### src/rtl/imem_arbiter_pkg.sv
// Shared encodings and bus widths for the instruction-memory arbiter.
// Optional performance counters are enabled by defining IMEM_ARB_PERF_EN.
package imem_arbiter_pkg;

    localparam int IMEM_ADDR_BUS_W = 14;
    localparam int INSTR_BUS_W     = 32;
    localparam int WAIT_CNT_W      = 4;

    localparam logic CHIP_ENABLE  = 1'b1;
    localparam logic CHIP_DISABLE = 1'b0;

    localparam logic ARB_ST_IF_PRI  = 1'b0;
    localparam logic ARB_ST_DBG_PRI = 1'b1;

    typedef enum logic {
        ST_IF_PRI  = ARB_ST_IF_PRI,
        ST_DBG_PRI = ARB_ST_DBG_PRI
    } arb_state_e;

endpackage

### src/rtl/imem_rsp_reg.sv
// Valid/data holding register for one requester's ROM response.
// A load wins over consume/flush, so a same-cycle flush+load keeps the new word.
module imem_rsp_reg
    import imem_arbiter_pkg::*;
#(
    parameter int W = INSTR_BUS_W
) (
    input  logic         clk,
    input  logic         rst,
    input  logic         load,
    input  logic [W-1:0] load_data,
    input  logic         consume,
    input  logic         flush,
    output logic         valid,
    output logic [W-1:0] data
);

    logic         valid_q, valid_d;
    logic [W-1:0] data_q, data_d;

    always_comb begin
        valid_d = valid_q;
        data_d  = data_q;
        if (load) begin
            valid_d = 1'b1;
            data_d  = load_data;
        end else if (consume || flush) begin
            valid_d = 1'b0;
        end
    end

    always_ff @(posedge clk or negedge rst) begin
        if (!rst) begin
            valid_q <= 1'b0;
            data_q  <= '0;
        end else begin
            valid_q <= valid_d;
            data_q  <= data_d;
        end
    end

    assign valid = valid_q;
    assign data  = data_q;

endmodule

### src/rtl/imem_arbiter.sv
// Shares the combinational instruction ROM between fetch (IF) and debug (DBG).
// Define IMEM_ARB_PERF_EN to add perf_if_gnt / perf_dbg_gnt / perf_conflict counters.
module imem_arbiter
    import imem_arbiter_pkg::*;
#(
    parameter int ADDR_W       = IMEM_ADDR_BUS_W,
    parameter int DATA_W       = INSTR_BUS_W,
    parameter int DBG_MAX_WAIT = 4
) (
    input  logic              clk,
    input  logic              rst,
    input  logic              if_req,
    input  logic [ADDR_W-1:0] if_addr,
    output logic              if_gnt,
    input  logic              if_flush,
    output logic              if_rsp_valid,
    output logic [DATA_W-1:0] if_rsp_instr,
    input  logic              if_rsp_ready,
    input  logic              dbg_req,
    input  logic [ADDR_W-1:0] dbg_addr,
    output logic              dbg_gnt,
    output logic              dbg_rsp_valid,
    output logic [DATA_W-1:0] dbg_rsp_data,
    output logic [ADDR_W-1:0] rom_addr,
    output logic              rom_ce,
    input  logic [DATA_W-1:0] rom_instr,
    output logic              arb_state
`ifdef IMEM_ARB_PERF_EN
    ,
    output logic [31:0]       perf_if_gnt,
    output logic [31:0]       perf_dbg_gnt,
    output logic [31:0]       perf_conflict
`endif
);

    localparam logic [WAIT_CNT_W-1:0] WAIT_THRESH = WAIT_CNT_W'(DBG_MAX_WAIT - 1);
    localparam logic [WAIT_CNT_W-1:0] WAIT_SAT    = '1;

    arb_state_e            state_q, state_d;
    logic [WAIT_CNT_W-1:0] wait_cnt_q, wait_cnt_d;
    logic                  if_elig, dbg_elig, if_win, dbg_win;

    always_comb begin
        if_elig  = if_req & (~if_rsp_valid | if_rsp_ready | if_flush);
        dbg_elig = dbg_req;
        if_win   = 1'b0;
        dbg_win  = 1'b0;
        // Grants are forced low while reset is held.
        if (rst) begin
            if (state_q == ST_DBG_PRI) begin
                dbg_win = dbg_elig;
                if_win  = if_elig & ~dbg_elig;
            end else begin
                if_win  = if_elig;
                dbg_win = dbg_elig & ~if_elig;
            end
        end
    end

    always_comb begin
        if_gnt   = if_win;
        dbg_gnt  = dbg_win;
        rom_ce   = CHIP_DISABLE;
        rom_addr = '0;
        if (if_win) begin
            rom_ce   = CHIP_ENABLE;
            rom_addr = if_addr;
        end else if (dbg_win) begin
            rom_ce   = CHIP_ENABLE;
            rom_addr = dbg_addr;
        end
    end

    always_comb begin
        wait_cnt_d = '0;
        state_d    = state_q;
        if (dbg_req && !dbg_win) begin
            wait_cnt_d = (wait_cnt_q == WAIT_SAT) ? wait_cnt_q : wait_cnt_q + 1'b1;
        end
        case (state_q)
            ST_IF_PRI: begin
                if (dbg_req && !dbg_win && wait_cnt_d >= WAIT_THRESH) state_d = ST_DBG_PRI;
            end
            ST_DBG_PRI: begin
                if (dbg_win || !dbg_req) state_d = ST_IF_PRI;
            end
            default: state_d = ST_IF_PRI;
        endcase
    end

    always_ff @(posedge clk or negedge rst) begin
        if (!rst) begin
            state_q    <= ST_IF_PRI;
            wait_cnt_q <= '0;
        end else begin
            state_q    <= state_d;
            wait_cnt_q <= wait_cnt_d;
        end
    end

    assign arb_state = state_q;

    imem_rsp_reg #(.W(DATA_W)) u_if_rsp (
        .clk       (clk),
        .rst       (rst),
        .load      (if_win),
        .load_data (rom_instr),
        .consume   (if_rsp_ready),
        .flush     (if_flush),
        .valid     (if_rsp_valid),
        .data      (if_rsp_instr)
    );

    // DBG has no backpressure: the response is a one-cycle pulse, data held until reload.
    imem_rsp_reg #(.W(DATA_W)) u_dbg_rsp (
        .clk       (clk),
        .rst       (rst),
        .load      (dbg_win),
        .load_data (rom_instr),
        .consume   (1'b1),
        .flush     (1'b0),
        .valid     (dbg_rsp_valid),
        .data      (dbg_rsp_data)
    );

`ifdef IMEM_ARB_PERF_EN
    logic [31:0] perf_if_gnt_q, perf_if_gnt_d;
    logic [31:0] perf_dbg_gnt_q, perf_dbg_gnt_d;
    logic [31:0] perf_conflict_q, perf_conflict_d;

    always_comb begin
        perf_if_gnt_d   = perf_if_gnt_q + {31'd0, if_win};
        perf_dbg_gnt_d  = perf_dbg_gnt_q + {31'd0, dbg_win};
        perf_conflict_d = perf_conflict_q + {31'd0, if_elig & dbg_elig};
    end

    always_ff @(posedge clk or negedge rst) begin
        if (!rst) begin
            perf_if_gnt_q   <= '0;
            perf_dbg_gnt_q  <= '0;
            perf_conflict_q <= '0;
        end else begin
            perf_if_gnt_q   <= perf_if_gnt_d;
            perf_dbg_gnt_q  <= perf_dbg_gnt_d;
            perf_conflict_q <= perf_conflict_d;
        end
    end

    assign perf_if_gnt   = perf_if_gnt_q;
    assign perf_dbg_gnt  = perf_dbg_gnt_q;
    assign perf_conflict = perf_conflict_q;
`endif

endmodule

### config.mk
export PLATFORM = sky130hd
export DESIGN_NAME = imem_arbiter
export DESIGN_NICKNAME = d
export VERILOG_FILES = /design/src/rtl/imem_arbiter_pkg.sv /design/src/rtl/imem_rsp_reg.sv /design/src/rtl/imem_arbiter.sv
export SDC_FILE = /design/constraint.sdc
export NUM_CORES = 1
export LEC_CHECK = 0
export ABC_AREA = 1
export ABC_CLOCK_PERIOD_IN_PS = 4100
export CORE_MARGIN = 2
export CORE_UTILIZATION = 44
export CTS_CLUSTER_DIAMETER = 30
export DETAILED_ROUTE_END_ITERATION = 16
export PLACE_DENSITY = 0.86
export SYNTH_ARGS = -nofsm -noshare
export SYNTH_HDL_FRONTEND = slang
export SYNTH_SLANG_ARGS = --single-unit
### constraint.sdc
create_clock -name clk -period 4.1 [get_ports clk]
set_input_delay 1.23 -clock clk [delete_from_list [all_inputs] [get_ports clk]]
set_output_delay 1.23 -clock clk [all_outputs]
set_load 0.1 [all_outputs]
==> reports/qor.txt <==
Max-Cap Viols -> 0
DRC viols -> 0
CTS tree -> yes
fin nets -> 570
unrepaired setup endpoints after global routing -> no
Yosys reg bits -> 71
core footprint -> 6794 um^2
Post-synth EDFFs -> 0
Tmin final -> 3.990 ns
GR Util met1 -> 0.2687
sequential element share of the synthesized area -> 0.5730
CTS H-Tree Depth -> 3
xor/xnor share of the synthesized area -> 0
main combinational cell family by area after synthesis -> simple AND/OR/NAND/NOR gates
pwr dens -> 622.3 nW/um^2
number of warnings issued by yosys -> 0
Final Hold Viols -> 0
Antenna Nets Post-Route -> 0
CTS root buf -> clkbuf_8
vias in the first global route -> 2,685
DR vias -> 2,762
required time worst endpoint -> 2.87 ns
Post-synth ARST share -> 1.000
clock slew at reported path FFs -> 0.07 ns
M3 GR Usage -> 0.06221
total power -> 3.109 mW
outcome -> complete, no violations
hold slack final -> 0.4826 ns
most common cell after layout, fill and taps aside -> nand2_1
critical path class -> in -> out
First-pass DRT Iterations -> 4
IO Count -> 150
CP startpoint kind -> input port
Final Core Density -> 0.7354
routed wire length per instance -> 13.43 um
P_sw -> 1.580 mW
clk buf depth -> 2
met2 usage -> 0.3671
power share of the clock group -> 0.177
DRT iter0 DRCs -> 97
syn nets -> 421
area of the multi-input gates -> 1032 um^2
Post-Syn Area -> 3100 um^2
Mean Syn Cell Area -> 8.758 um^2
Max FO, Critical Path -> 15
DP Worst Slack -> 0.1266 ns
Final setup viols -> 0
initial antenna violation count -> 0
# hold bufs at CTS -> 0
Port Buffers -> 149
Synth Area in Simple Gates -> 0.2256
TNS Setup -> 0 ns
total congestion overflow -> 0
Leak -> 2.462 nW
Synth Area in Compound Gates -> 0.1033
Gate power share -> 0.533
Top Usage Layer GRT -> met2
row cnt -> 30
diode count -> 0
maximum vdd drop -> 0.4459 mV
Max-slew headroom -> 0.3252
fmax -> 250.7 MHz
share of cells above drive strength 1 -> 0.1361
Flop pwr share -> 0.291
GR Util All Layers -> 0.2155
Final HPWL DP -> 5954 um
final setup skew -> 0.005969 ns
P_int -> 1.529 mW
largest net degree at the start of global routing -> 56
fill count -> 502
CP Capture Type -> primary output
Hold WC Path Type -> reg -> reg
die area -> 7734 um^2
synth unique cells -> 22
Initial Util -> 0.4564
vias per inst -> 4.580
gpl congestion -> 0.7934
post-synthesis mux area share -> 0
Post-CTS Setup Bufs -> 0
fin crit share -> 0.9731
# resized after CTS -> 0
Final WS setup -> 0.1104 ns
register area -> 1777 um^2
clock latency on the worst-skew pair -> 0.32 ns
most frequent cells in the layout -> nand2_1 (149), clkdlybuf4s50_1 (131), dfrtp_1 (71), inv_1 (44), o21ai_2 (20)
Worst Path Arrival -> 2.76 ns
post-synthesis instance total -> 354
max-slew violation count -> 0
adder-cell share of the synthesized area -> 0.004036
first-pass GRT wire length -> 12,770 um
Die Wd -> 87.95 um
Sw Ratio -> 0.5082
CTS buffer count -> 9
top_reg_cell synth -> dfrtp_1
die span in y -> 87.95 um
final wirelength -> 8096 um
Area Overhead vs Synth -> 61.14%
clk sinks -> 71
actual slew at the worst max-slew pin -> 1.009 ns
-- final cells by class --
type / count / area share
clock inverter: 3 / 0.008515
clock buffer: 12 / 0.03105
multi-input combinational: 221 / 0.2066
tap: 96 / 0.02404
inverter: 46 / 0.03456
timing repair buffer: 154 / 0.3396
sequential: 71 / 0.3556
-- worst max-delay path, cell delays in order --
cell	delay (ns)
clkdlybuf4s50_1	0.46
inv_1	0.05
nand3_2	0.08
and2_4	0.15
nand3_4	0.07
inv_2	0.25
nand2_1	0.13
nand2_1	0.14
buf_12	0.18
-- metal layers --
metal | share of wire | up-vias | wire length (um)
met1 | 0.41 | 1301 | 3347
met2 | 0.52 | 77 | 4209
met3 | 0.058 | 9 | 467
met5 | 0 | - | 0
li1 | - | 1375 | -
met4 | 0.0088 | 0 | 71
-- cells by family after synthesis --
family / after synthesis
fa+ha+maj: 1
flops: 71
simple gates: 171
buf+inv: 62
compound gates: 49
-- power groups by stage --
stage                     logic, mW  clock network [mW]  registers (mW)
after floorplan               0.284                   0            1.84
after global placement         1.65                   0           0.910
after detailed placement       1.66                   0           0.915
after CTS                      1.67               0.563           0.904
after global routing           1.72               0.593           0.919
final                          1.66               0.549           0.904
-- state kept, by name, summed over array words and instances (netlist names) --
name / cells
u_if_rsp.valid: 1
wait_cnt_q: 4
u_dbg_rsp.data: 32
arb_state: 1
u_dbg_rsp.valid: 1
u_if_rsp.data: 32
-- Yosys cell counts, types with 2 or more instances --
| cell | instances | area [um^2] |
|---|---|---|
| buf_6 | 4 | 45.04 |
| buf_2 | 8 | 40.04 |
| dfrtp_1 | 71 | 1777 |
| o21ai_0 | 17 | 85.08 |
| nand2_2 | 7 | 43.79 |
| nand4_1 | 3 | 18.77 |
| buf_4 | 2 | 15.01 |
| a21oi_1 | 2 | 10.01 |
| inv_1 | 44 | 165.2 |
| nor2_1 | 4 | 15.01 |
| inv_2 | 2 | 7.510 |
| nand3_1 | 4 | 20.02 |
| nand2_1 | 149 | 559.3 |
| o21ai_2 | 20 | 175.2 |
| o21ai_1 | 10 | 50.05 |
-- metrics by stage --
stage | std cells | instance area, um^2
after floorplan | 354 | 3100
after global routing | 603 | 4996
after global placement | 588 | 4798
final | 603 | 4996
after CTS | 603 | 4996
after detailed placement | 588 | 4798
-- final timing paths --
path	endpoint	slack, ns	startpoint	depth (start not counted)
max in group asynchronous	u_dbg_rsp.data[3]$_DFFE_PN0N_	2.37	rst	2
min in group asynchronous	u_dbg_rsp.data[30]$_DFFE_PN0N_	0.78	rst	1
max	rom_addr[8]	0.11	if_flush	9
min reg2reg	u_dbg_rsp.data[12]$_DFFE_PN0N_	0.48	u_dbg_rsp.data[12]$_DFFE_PN0N_	2
min	u_dbg_rsp.data[12]$_DFFE_PN0N_	0.48	u_dbg_rsp.data[12]$_DFFE_PN0N_	2
max reg2reg	arb_state$_DFF_PN0_	2.57	u_if_rsp.valid$_DFFE_PN0P_	6
Power figures use the tool's default switching activity.
